### config.mk
export PLATFORM = sky130hd
export DESIGN_NAME = digest_serializer_flat
export DESIGN_NICKNAME = d
export VERILOG_FILES = /design/src/rtl/digest_serializer_if.sv /design/src/rtl/digest_serializer.sv /design/src/flat_wrapper.sv
export SDC_FILE = /design/constraint.sdc
export NUM_CORES = 1
export LEC_CHECK = 0
export CAP_MARGIN = 20
export CELL_PAD_IN_SITES_DETAIL_PLACEMENT = 1
export CELL_PAD_IN_SITES_GLOBAL_PLACEMENT = 2
export CORE_MARGIN = 2
export CORE_UTILIZATION = 31
export DETAILED_ROUTE_END_ITERATION = 10
export GPL_ROUTABILITY_DRIVEN = 0
export PLACE_DENSITY = 0.93
export SKIP_CTS_REPAIR_TIMING = 1
export SYNTH_ARGS = -nofsm -noshare
export SYNTH_HDL_FRONTEND = slang
export SYNTH_SLANG_ARGS = --single-unit
### constraint.sdc
create_clock -name clk -period 2.13 [get_ports clk]
set_input_delay 0.213 -clock clk [delete_from_list [all_inputs] [get_ports clk]]
set_output_delay 0.213 -clock clk [all_outputs]
set_load 0.005 [all_outputs]
### src/rtl/digest_serializer_if.sv
// Word stream from the digest serializer to the readout logic.
// The serializer drives data/valid/last through the master modport; the
// consumer returns ready through the slave modport.
interface digest_serializer_if #(
    parameter int OUT_W = 8
);
    logic [OUT_W-1:0] out_data;
    logic             out_valid;
    logic             out_ready;
    logic             out_last;

    modport master (
        output out_data,
        output out_valid,
        output out_last,
        input  out_ready
    );

    modport slave (
        input  out_data,
        input  out_valid,
        input  out_last,
        output out_ready
    );
endinterface

### src/rtl/digest_serializer.sv
// digest_serializer: captures the SHA3-256 digest on the rising edge of the
// core's complete flag and streams it out MSB word first over valid/ready.
// Optional feature macro: DIGEST_SER_CHECKSUM_EN appends one XOR checksum
// word (XOR of all digest words) after the last digest word.
module digest_serializer #(
    parameter int DIGEST_W = 256,
    parameter int OUT_W    = 8
) (
    input  logic                clk,
    input  logic                reset,
    input  logic                complete,
    input  logic [DIGEST_W-1:0] digest,
    output logic                busy,
    output logic                overrun,
    digest_serializer_if.master stream
);

    localparam int NWORDS = DIGEST_W / OUT_W;
    localparam int CNT_W  = (NWORDS > 1) ? $clog2(NWORDS) : 1;
    localparam logic [CNT_W-1:0] LAST_IDX = CNT_W'(NWORDS - 1);

    typedef enum logic {
        IDLE = 1'b0,
        SEND = 1'b1
    } state_t;

    state_t              r_state;
    state_t              w_next_state;
    logic                r_complete_d;
    logic [DIGEST_W-1:0] r_shift;
    logic [CNT_W-1:0]    r_count;
    logic                r_overrun;

    logic                w_capture_ev;
    logic                w_load;
    logic                w_hs;
    logic                w_valid;
    logic                w_last;
    logic [OUT_W-1:0]    w_top;

`ifdef DIGEST_SER_CHECKSUM_EN
    logic [OUT_W-1:0]    r_csum;
    logic                r_csum_phase;
`endif

    // A level that is already high right after reset counts as an edge
    // because reset clears the delayed copy.
    assign w_capture_ev = complete & ~r_complete_d;
    assign w_load       = (r_state == IDLE) && w_capture_ev;
    assign w_valid      = (r_state == SEND);
    assign w_hs         = w_valid & stream.out_ready;
    assign w_top        = r_shift[DIGEST_W-1 -: OUT_W];

`ifdef DIGEST_SER_CHECKSUM_EN
    // The checksum word is the final beat, so last moves onto it.
    assign w_last = w_valid && r_csum_phase;
`else
    assign w_last = w_valid && (r_count == LAST_IDX);
`endif

    assign stream.out_data  = w_top;
    assign stream.out_valid = w_valid;
    assign stream.out_last  = w_last;
    assign busy             = w_valid;
    assign overrun          = r_overrun;

    // State register.
    always_ff @(posedge clk) begin
        if (reset) begin
            r_state <= IDLE;
        end else begin
            r_state <= w_next_state;
        end
    end

    // Next-state logic: start on a capture edge, return to IDLE once the final word is accepted.
    always_comb begin
        w_next_state = r_state;
        case (r_state)
            IDLE: begin
                if (w_capture_ev) begin
                    w_next_state = SEND;
                end
            end
            SEND: begin
                if (w_hs && w_last) begin
                    w_next_state = IDLE;
                end
            end
            default: w_next_state = IDLE;
        endcase
    end

    // Edge detect, overrun flag, digest capture and word shifting.
    always_ff @(posedge clk) begin
        if (reset) begin
            r_complete_d <= 1'b0;
            r_shift      <= '0;
            r_count      <= '0;
            r_overrun    <= 1'b0;
`ifdef DIGEST_SER_CHECKSUM_EN
            r_csum       <= '0;
            r_csum_phase <= 1'b0;
`endif
        end else begin
            r_complete_d <= complete;

            // Any edge while a transfer is in flight (including the cycle of
            // the final handshake) is dropped and flagged until reset.
            if (w_capture_ev && (r_state == SEND)) begin
                r_overrun <= 1'b1;
            end

            if (w_load) begin
                r_shift <= digest;
                r_count <= '0;
`ifdef DIGEST_SER_CHECKSUM_EN
                r_csum       <= '0;
                r_csum_phase <= 1'b0;
`endif
            end else if (w_hs) begin
                if (r_count != LAST_IDX) begin
                    r_shift <= {r_shift[DIGEST_W-OUT_W-1:0], {OUT_W{1'b0}}};
                    r_count <= r_count + CNT_W'(1);
`ifdef DIGEST_SER_CHECKSUM_EN
                    r_csum  <= r_csum ^ w_top;
`endif
                end
`ifdef DIGEST_SER_CHECKSUM_EN
                else if (!r_csum_phase) begin
                    // Present the finished checksum in the top word so the
                    // output path stays a plain slice of the shift register.
                    r_shift      <= {r_csum ^ w_top, {(DIGEST_W-OUT_W){1'b0}}};
                    r_csum       <= r_csum ^ w_top;
                    r_csum_phase <= 1'b1;
                end
`endif
            end
        end
    end

endmodule

### src/flat_wrapper.sv
// flat-port wrapper written by rule: the top's interface ports become plain ports
module digest_serializer_flat 
#(
    parameter int DIGEST_W = 256,
    parameter int OUT_W    = 8
)
  (clk, reset, complete, digest, busy, overrun, stream_out_data, stream_out_valid, stream_out_last, stream_out_ready);
  digest_serializer_if #(.OUT_W(OUT_W)) stream_i ();
  input  logic clk;
  input  logic reset;
  input  logic complete;
  input  logic [DIGEST_W-1:0] digest;
  output logic busy;
  output logic overrun;
  output wire logic [$bits(stream_i.out_data)-1:0] stream_out_data;
  output wire logic [$bits(stream_i.out_valid)-1:0] stream_out_valid;
  output wire logic [$bits(stream_i.out_last)-1:0] stream_out_last;
  input wire logic [$bits(stream_i.out_ready)-1:0] stream_out_ready;
  assign stream_out_data = stream_i.out_data;
  assign stream_out_valid = stream_i.out_valid;
  assign stream_out_last = stream_i.out_last;
  assign stream_i.out_ready = stream_out_ready;
  digest_serializer #(.DIGEST_W(DIGEST_W), .OUT_W(OUT_W)) u_core (.clk(clk), .reset(reset), .complete(complete), .digest(digest), .busy(busy), .overrun(overrun), .stream(stream_i));
endmodule
Word-level counts from Yosys, hierarchy flattened
Cells that the tools add are included.

Register bits: 264. Input bits: 260. Logic and storage cells: 27.

Add/sub/neg operators: 1. Eq/ne operators: 2. Muxes and demuxes: 6. Bitwise gates (word level): 4. Reduce and logical (&&, ||, !) cells: 9.

Operators with widths (number): 256-bit 2-to-1 mux (3); 5-bit by 1-bit adder with 5-bit output (second input constant) (1); 5-bit equality test (second input constant) (1); 5-bit != test (second input constant) (1); 1-bit logical AND (4); 2-bit AND reduction (2); 2-bit nonzero test (2); 1-bit AND (2); 1-bit 2-to-1 mux (2); 1-bit inverter (2); 1-bit one-hot mux with 2 select lines (1); 2-bit OR reduction (1).

Longest topological paths before layout
Gate-level depths: netlist of run 1.

Word-level depth: 5. Depth in mapped cells: 9. Depth with buffers taken out: 7.

Least setup slack after synthesis of run 1
OpenSTA, ideal clock, no wires.

Path kind: register -> register. From: register u_core.r_count[0]. To: register u_core.r_shift[23]. Library setup time: 0.091 ns. Arrival: 1.767 ns. Setup slack: 0.272 ns. Cell stages (with the launch flop): 9. Cell sequence: dfxtp_1 > ha_1 > and3_1 > ha_1 > and2b_1 > buf_4 > clkbuf_1 > nand2_1 > a311oi_1.

Word-level cells in the longest chain between the ends: 3.

Ends and longest elaborated chain: from (decl) (line digest_serializer.sv:31) `logic [CNT_W-1:0] r_count;`; from (signal assigned) (line digest_serializer.sv:124) `r_count <= r_count + CNT_W'(1);`; 5-bit != test (line digest_serializer.sv:122) `if (r_count != LAST_IDX) begin`; 2-bit nonzero test (no source line); 2-bit AND reduction (no source line); to (signal assigned) (line digest_serializer.sv:115) `r_shift <= digest;`; to (signal assigned) (line digest_serializer.sv:123) `r_shift <= {r_shift[DIGEST_W-OUT_W-1:0], {OUT_W{1'b0}}};`; to (decl) (line digest_serializer.sv:30) `logic [DIGEST_W-1:0] r_shift;`.

No other way between the ends. A chain may end at the register's enable or synchronous reset.

Worst setup path in the final report of run 1
From: register u_core.r_count[0]. To: output port stream_out_last.

Word-level cells in the longest chain between the ends: 2.

Ends and longest elaborated chain: 5-bit equality test (line digest_serializer.sv:58) `assign w_last = w_valid && (r_count == LAST_IDX);`; 1-bit logical AND (line digest_serializer.sv:58); to (decl) (line flat_wrapper.sv:17) `output wire logic [$bits(stream_i.out_last)-1:0] stream_out_last;`.

No other way between the ends.

==> results of run 1 <==
-- cells by family after synthesis --
logic type | Yosys count
AO/OA/AOI/OAI | 514
adder cells (fa/ha/maj) | 2
buffers and inverters | 208
flip-flops | 264
multiplexers | 1
AND/OR/NAND/NOR | 771
-- per-stage QoR --
stage | TNS (ns) | instance area (um2)
detailed placement | 0 | 17510
global placement | 0 | 17510
finish | 0 | 18850
global route | -0.007613 | 18840
floorplan | 0 | 14130
CTS | -0.4416 | 18630
-- layout by cell type (no fill, tap or decap), types with 2 or more instances in the layout --
cell / n
a311oi_1: 229
clkinv_2: 6
a311oi_2: 19
clkdlybuf4s50_1: 269
nor2_1: 15
diode_2: 6
clkbuf_1: 5
bufinv_16: 6
dfxtp_2: 2
a211oi_1: 249
a32oi_1: 2
dfxtp_1: 261
a22oi_1: 8
nand2_1: 497
buf_12: 33
clkbuf_8: 8
nand2b_4: 2
buf_6: 5
a21oi_1: 4
clkbuf_16: 32
buf_4: 41
and2_1: 248
-- power groups by stage --
stage | logic (mW) | registers, mW | clock network [mW]
3_5_place_dp | 2.66 | 5.86 | 0
3_3_place_gp | 2.56 | 5.83 | 0
2_1_floorplan | 1.61 | 5.71 | 0
4_1_cts | 2.68 | 5.76 | 6.01
6_report | 2.72 | 5.77 | 5.90
5_1_grt | 2.98 | 5.82 | 6.22
-- worst paths after layout --
| check | to | slack [ns] | depth (start not counted) |
|---|---|---|---|
| setup / recovery | stream_out_last | 0.05 | 6 |
| hold / removal | u_core.r_count[1]$_SDFFE_PP0P_ | 0.16 | 2 |
| setup reg to reg | u_core.r_shift[106]$_SDFFE_PP0P_ | 0.09 | 8 |
| hold reg to reg | u_core.overrun$_SDFFE_PP0P_ | 0.49 | 2 |
-- sequential cells by signal, indices dropped and copies added, names as in the netlist --
signal and cells:
u_core.r_count 5, u_core.r_shift 256, u_core.busy 1, u_core.r_complete_d 1, u_core.overrun 1
-- area by class of cell --
cell class | instances | area, um2 | share of cell area, %
Timing Repair Buffer | 351 | 3769 | 19.99
Clock buffer | 43 | 890.9 | 4.726
Multi-Input combinational cell | 1288 | 7898 | 41.90
Sequential cell | 264 | 5291 | 28.07
Clock inverter | 15 | 235.2 | 1.248
Tap cell | 600 | 750.7 | 3.983
Antenna cell | 6 | 15.01 | 0.07965
-- routing by layer --
layer,vias to the layer above,part of all wire [%]
met1,7164,45
li1,6779,-
met4,4,2.1
met5,-,0.064
met2,304,49
met3,73,4.4
-- worst max-delay path, stage by stage (launching register included) --
cell and delay [ns]:
dfxtp_2 0.34, ha_4 0.17, and3_1 0.17, ha_2 0.17, buf_4 0.13, and2_4 0.16
dlymetal6s2s_1 0.14
==> metrics.txt, run 1 <==
total congestion overflow=0; Hold Crit Class=in2reg; Unique masters post-synth=28; final setup margin=0.05047 ns; worst-case clock buffer depth=3; mux contribution to synthesized area=0.07086%; Synth Area in Adders=0.1771%; Clk network pwr share=41.0%; CTS Root Cell=clkbuf_16; outcome=finished, final reports clean; Hold Crit Start=reset; initial cell density of the core=31.26%; Most Used Layer, Global Route=met2; Final Non-Filler Cells=2567; Internal=10.37 mW; Final Hold Fails=0; Fillers=5267; most common cell in the synthesized netlist=nand2_1; global-route wire length before repair=80460 um; synthesis-to-finish area growth=33.44%; TritonCTS clock tree=built; Die X=217.5 um; Gate power share=18.9%; PortBufs=271; met2 Use GR=35.13%; ys async rst share=0%; Achievable Freq=480.9 MHz; CP startpoint=u_core.r_count[0]$_SDFFE_PP0P_; Clock Sinks=264; pre-CTS WS=0.008854 ns; DP Wirelength=34160 um; initial antenna violation count=5; Peak supply drop=0.0004501 V; Detail Route Antenna Nets=0; die area=47290 um2; worst slew pin tran=0.6684 ns; EDFF count, synth=0; part of the power in registers=40.1%; Die Height=217.5 um; Power Dens Cells=763.2 nW/um2; Worst-Skew Late Latency=0.58 ns; drt total wl=51640 um; Final setup viols=0; max-cap viol count=0; reg2reg start=u_core.r_count[0]$_SDFFE_PP0P_; M1 GR Usage=27.50%; Main synth FF type=dfxtp_1; Core Box Area=45190 um2; Inst Count DP=2500; largest family of logic cells by synthesized area=compound AO/OA/AOI/OAI gates; synthesized instance count=1760; Synth Area in Compound Gates=29.44%; WS Path Type=reg2out; Mapped Area=14130 um2; critical path required time=1.92 ns; number of global-route vias before repair=14580; H-tree depth=1; Ys Warns=0; met3 usage=2.650%; minimum clock period after layout=2.080 ns; Site Rows=78; DRT Pass-1 Iters=5; total track usage=20.71%; largest cells by area after synthesis=dfxtp_1 37%, a311oi_1 15%, a211oi_1 13%; worst hold margin=0.1618 ns; flops & latches, synth=264; Clock Skew=0.01170 ns; Final Util=41.72%; Num CTS Buffers=31; Sw Pwr=4.018 mW; Max-Slew Margin vs Limit=55.44%; DRC=0; largest net degree at the start of global routing=149; share of the synthesized area in the top cell type=37.41%; share of cells above drive strength 1=8.312%; Worst setup SP type=register; Syn Nets=2022; period utilization=97.63%; most instantiated cells after synthesis=497 x nand2_1, 264 x dfxtp_1, 249 x a211oi_1, 249 x and2_1, 248 x a311oi_1; Starting DRT DRC Count=955; NumNets Final=2198; Worst-path clk slew=0.06 ns; worst path arrival time=1.87 ns; DR vias=14324; XOR/XNOR Fraction of Synth Area=0%; area leader, netlist=dfxtp_1; post-synthesis average cell area=8.026 um2; Boundary Pins=272; Seq/Total Area, Yosys=37.41%; total chip power=14.39 mW; Worst Setup End Kind=output port; max-slew violation count=0; Routed WL per cell=20.12 um; Via density=5.580; worst-path fanout max=3; sw frac=27.93%; simple logic cell fraction of the synthesized area=25.08%; static leakage=6.216 nW
No activity file was read; power rests on OpenSTA's default activity.
==> run 2, diff against run 1 <==
Settings changed: CAP_MARGIN 20 to default, SKIP_CTS_REPAIR_TIMING 1 to default.
==> run 2 against run 1 <==
  * Die area unchanged
  * Routed wire length decreased by 0.82%
  * Highest routed layer unchanged
  * Largest cell class unchanged
  * Sequential share of layout area increased by 0.22 points
  * Clock power about the same
  * Largest power group unchanged
  * Critical path depth unchanged
  * Sequential power about the same
==> metrics.txt, run 2 (synthesis results as in run 1) <==
Clock Skew=0.01054 ns; Worst-Skew Late Latency=0.58 ns; Site Rows=78; Worst Setup End Kind=output port; Top Registers=u_core.r_shift x256, u_core.r_count x5; Worst-path clk slew=0.06 ns; DRC=0; global-route wire length before repair=80590 um; WS Path Type=reg2out; largest net degree at the start of global routing=149; Die Height=217.5 um; Post-DP Area=17510 um2; Fillers=5287; max-slew violation count=0; most frequent cells in the layout=497 x nand2_1, 269 x clkdlybuf4s50_1, 261 x dfxtp_1; DRT Pass-1 Iters=7; register bank with the most flops=u_core.r_shift; Boundary Pins=272; number of global-route vias before repair=14607; initial antenna violation count=5; worst slew pin tran=0.6587 ns; total track usage=20.74%; Num CTS Buffers=31; total congestion overflow=0; NumNets Final=2197; Peak supply drop=0.0004477 V; Achievable Freq=488.8 MHz; TritonCTS clock tree=built; setup TNS=0 ns; share of cells above drive strength 1=7.500%; Clock Sinks=264; worst path arrival time=1.83 ns; drt total wl=51220 um; Max-Slew Margin vs Limit=56.09%; Hold Crit Class=in2reg; H-tree depth=1; Largest register FFs=256; Final setup viols=0; max-cap viol count=0; RSZ-0062 raised after global routing=no; synthesis-to-finish area growth=32.39%; Starting DRT DRC Count=937; outcome=finished, final reports clean; worst-path fanout max=3; PortBufs=271; minimum clock period after layout=2.046 ns; DP Wirelength=34160 um; Die X=217.5 um; fin area=18700 um2; initial cell density of the core=31.26%; most common cell after layout, fill and taps aside=nand2_1; FF+latch area=5291 um2; die area=47290 um2; worst-case clock buffer depth=3; DR vias=14341; Final Hold Fails=0; Worst setup SP type=register; period utilization=96.04%; Core Box Area=45190 um2; critical path required time=1.92 ns; Via density=5.595; Detail Route Antenna Nets=0; static leakage=6.169 nW; CTS Root Cell=clkbuf_16; Routed WL per cell=19.99 um; multi-input logic area=7797 um2; Power Dens Cells=766.9 nW/um2
==> run 2: cell types whose count changed in the layout (fill, tap and decap cells not counted), sizes merged <==
cell | previous run | this run
buf | 79 | 80
clkbuf | 45 | 44
diode | 6 | 3
dlymetal6s2s | 1 | 0
==> run 2: report_power, final <==
group	internal (mW)	leakage, nW	switching (mW)
combinational	1.32	3.43	1.36
clock	3.64	0.555	2.26
sequential	5.39	2.19	0.372
total	10.3	6.17	3.99
==> run 2: layout make-up <==
cell class / count / area share (%)
well taps: 600 / 4.014
multi-input cells: 1288 / 41.69
clock buffers: 43 / 4.763
diodes: 3 / 0.04014
flip-flops and latches: 264 / 28.29
repair buffers: 350 / 19.94
clock inverters: 15 / 1.258
==> run 2: stage by stage <==
| stage | setup WS (ns) | power [mW] | hold slack [ns] | std cells | utilization (%) |
|---|---|---|---|---|---|
| 2_1_floorplan | 0.2721 | 7.315 | 0.3086 | 1760 | - |
| 3_3_place_gp | 0.08558 | 8.389 | 0.4614 | 2500 | 38.75 |
| 3_5_place_dp | 0.008854 | 8.511 | 0.4731 | 2500 | 38.75 |
| 4_1_cts | 0.02750 | 14.45 | 0.1265 | 2560 | 41.31 |
| 5_1_grt | 0.00007572 | 14.97 | 0.1884 | 2562 | 41.38 |
| 6_report | 0.08437 | 14.34 | 0.1621 | 2563 | 41.39 |
==> run 2: what timing repair did <==
| item | 4_1_cts | 5_1_grt |
|---|---|---|
| endpoints found under the setup margin | 4 | 8 |
| buffers inserted | 2 | 0 |
| hold buffers | 0 | 0 |
| cloned | 0 | 0 |
| gates resized for setup | 10 | 6 |
==> run 2: final timing paths <==
check                                               startpoint                          endpoint  slack (ns)  cells past startpoint
worst max register to register  u_core.r_count[0]$_SDFFE_PP0P_  u_core.r_shift[166]$_SDFFE_PP0P_        0.11                      8
worst min register to register     u_core.overrun$_SDFFE_PP0P_       u_core.overrun$_SDFFE_PP0P_        0.49                      2
worst min-delay path                                     reset    u_core.r_count[1]$_SDFFE_PP0P_        0.16                      2
worst max-delay path            u_core.r_count[0]$_SDFFE_PP0P_                   stream_out_last        0.08                      6
==> run 2: worst max-delay path, stage by stage (launching register included) <==
cell and delay (ns):
dfxtp_2 0.34, ha_4 0.16, and3_1 0.17, ha_2 0.17, buf_4 0.13, and2_4 0.16
buf_2 0.12
==> run 2: metal layers <==
metal  part of all wire (%)  GRT usage, %
met5                  0.064             0
met4                    2.2         5.982
met3                    4.2         2.650
met2                     48         35.17
met1                     45         27.50
==> run 3, diff against run 2 <==
Settings changed: GPL_ROUTABILITY_DRIVEN 0 to default.
==> results of run 3 <==
The final DEF is identical to that of run 2; final timing and power are the same.
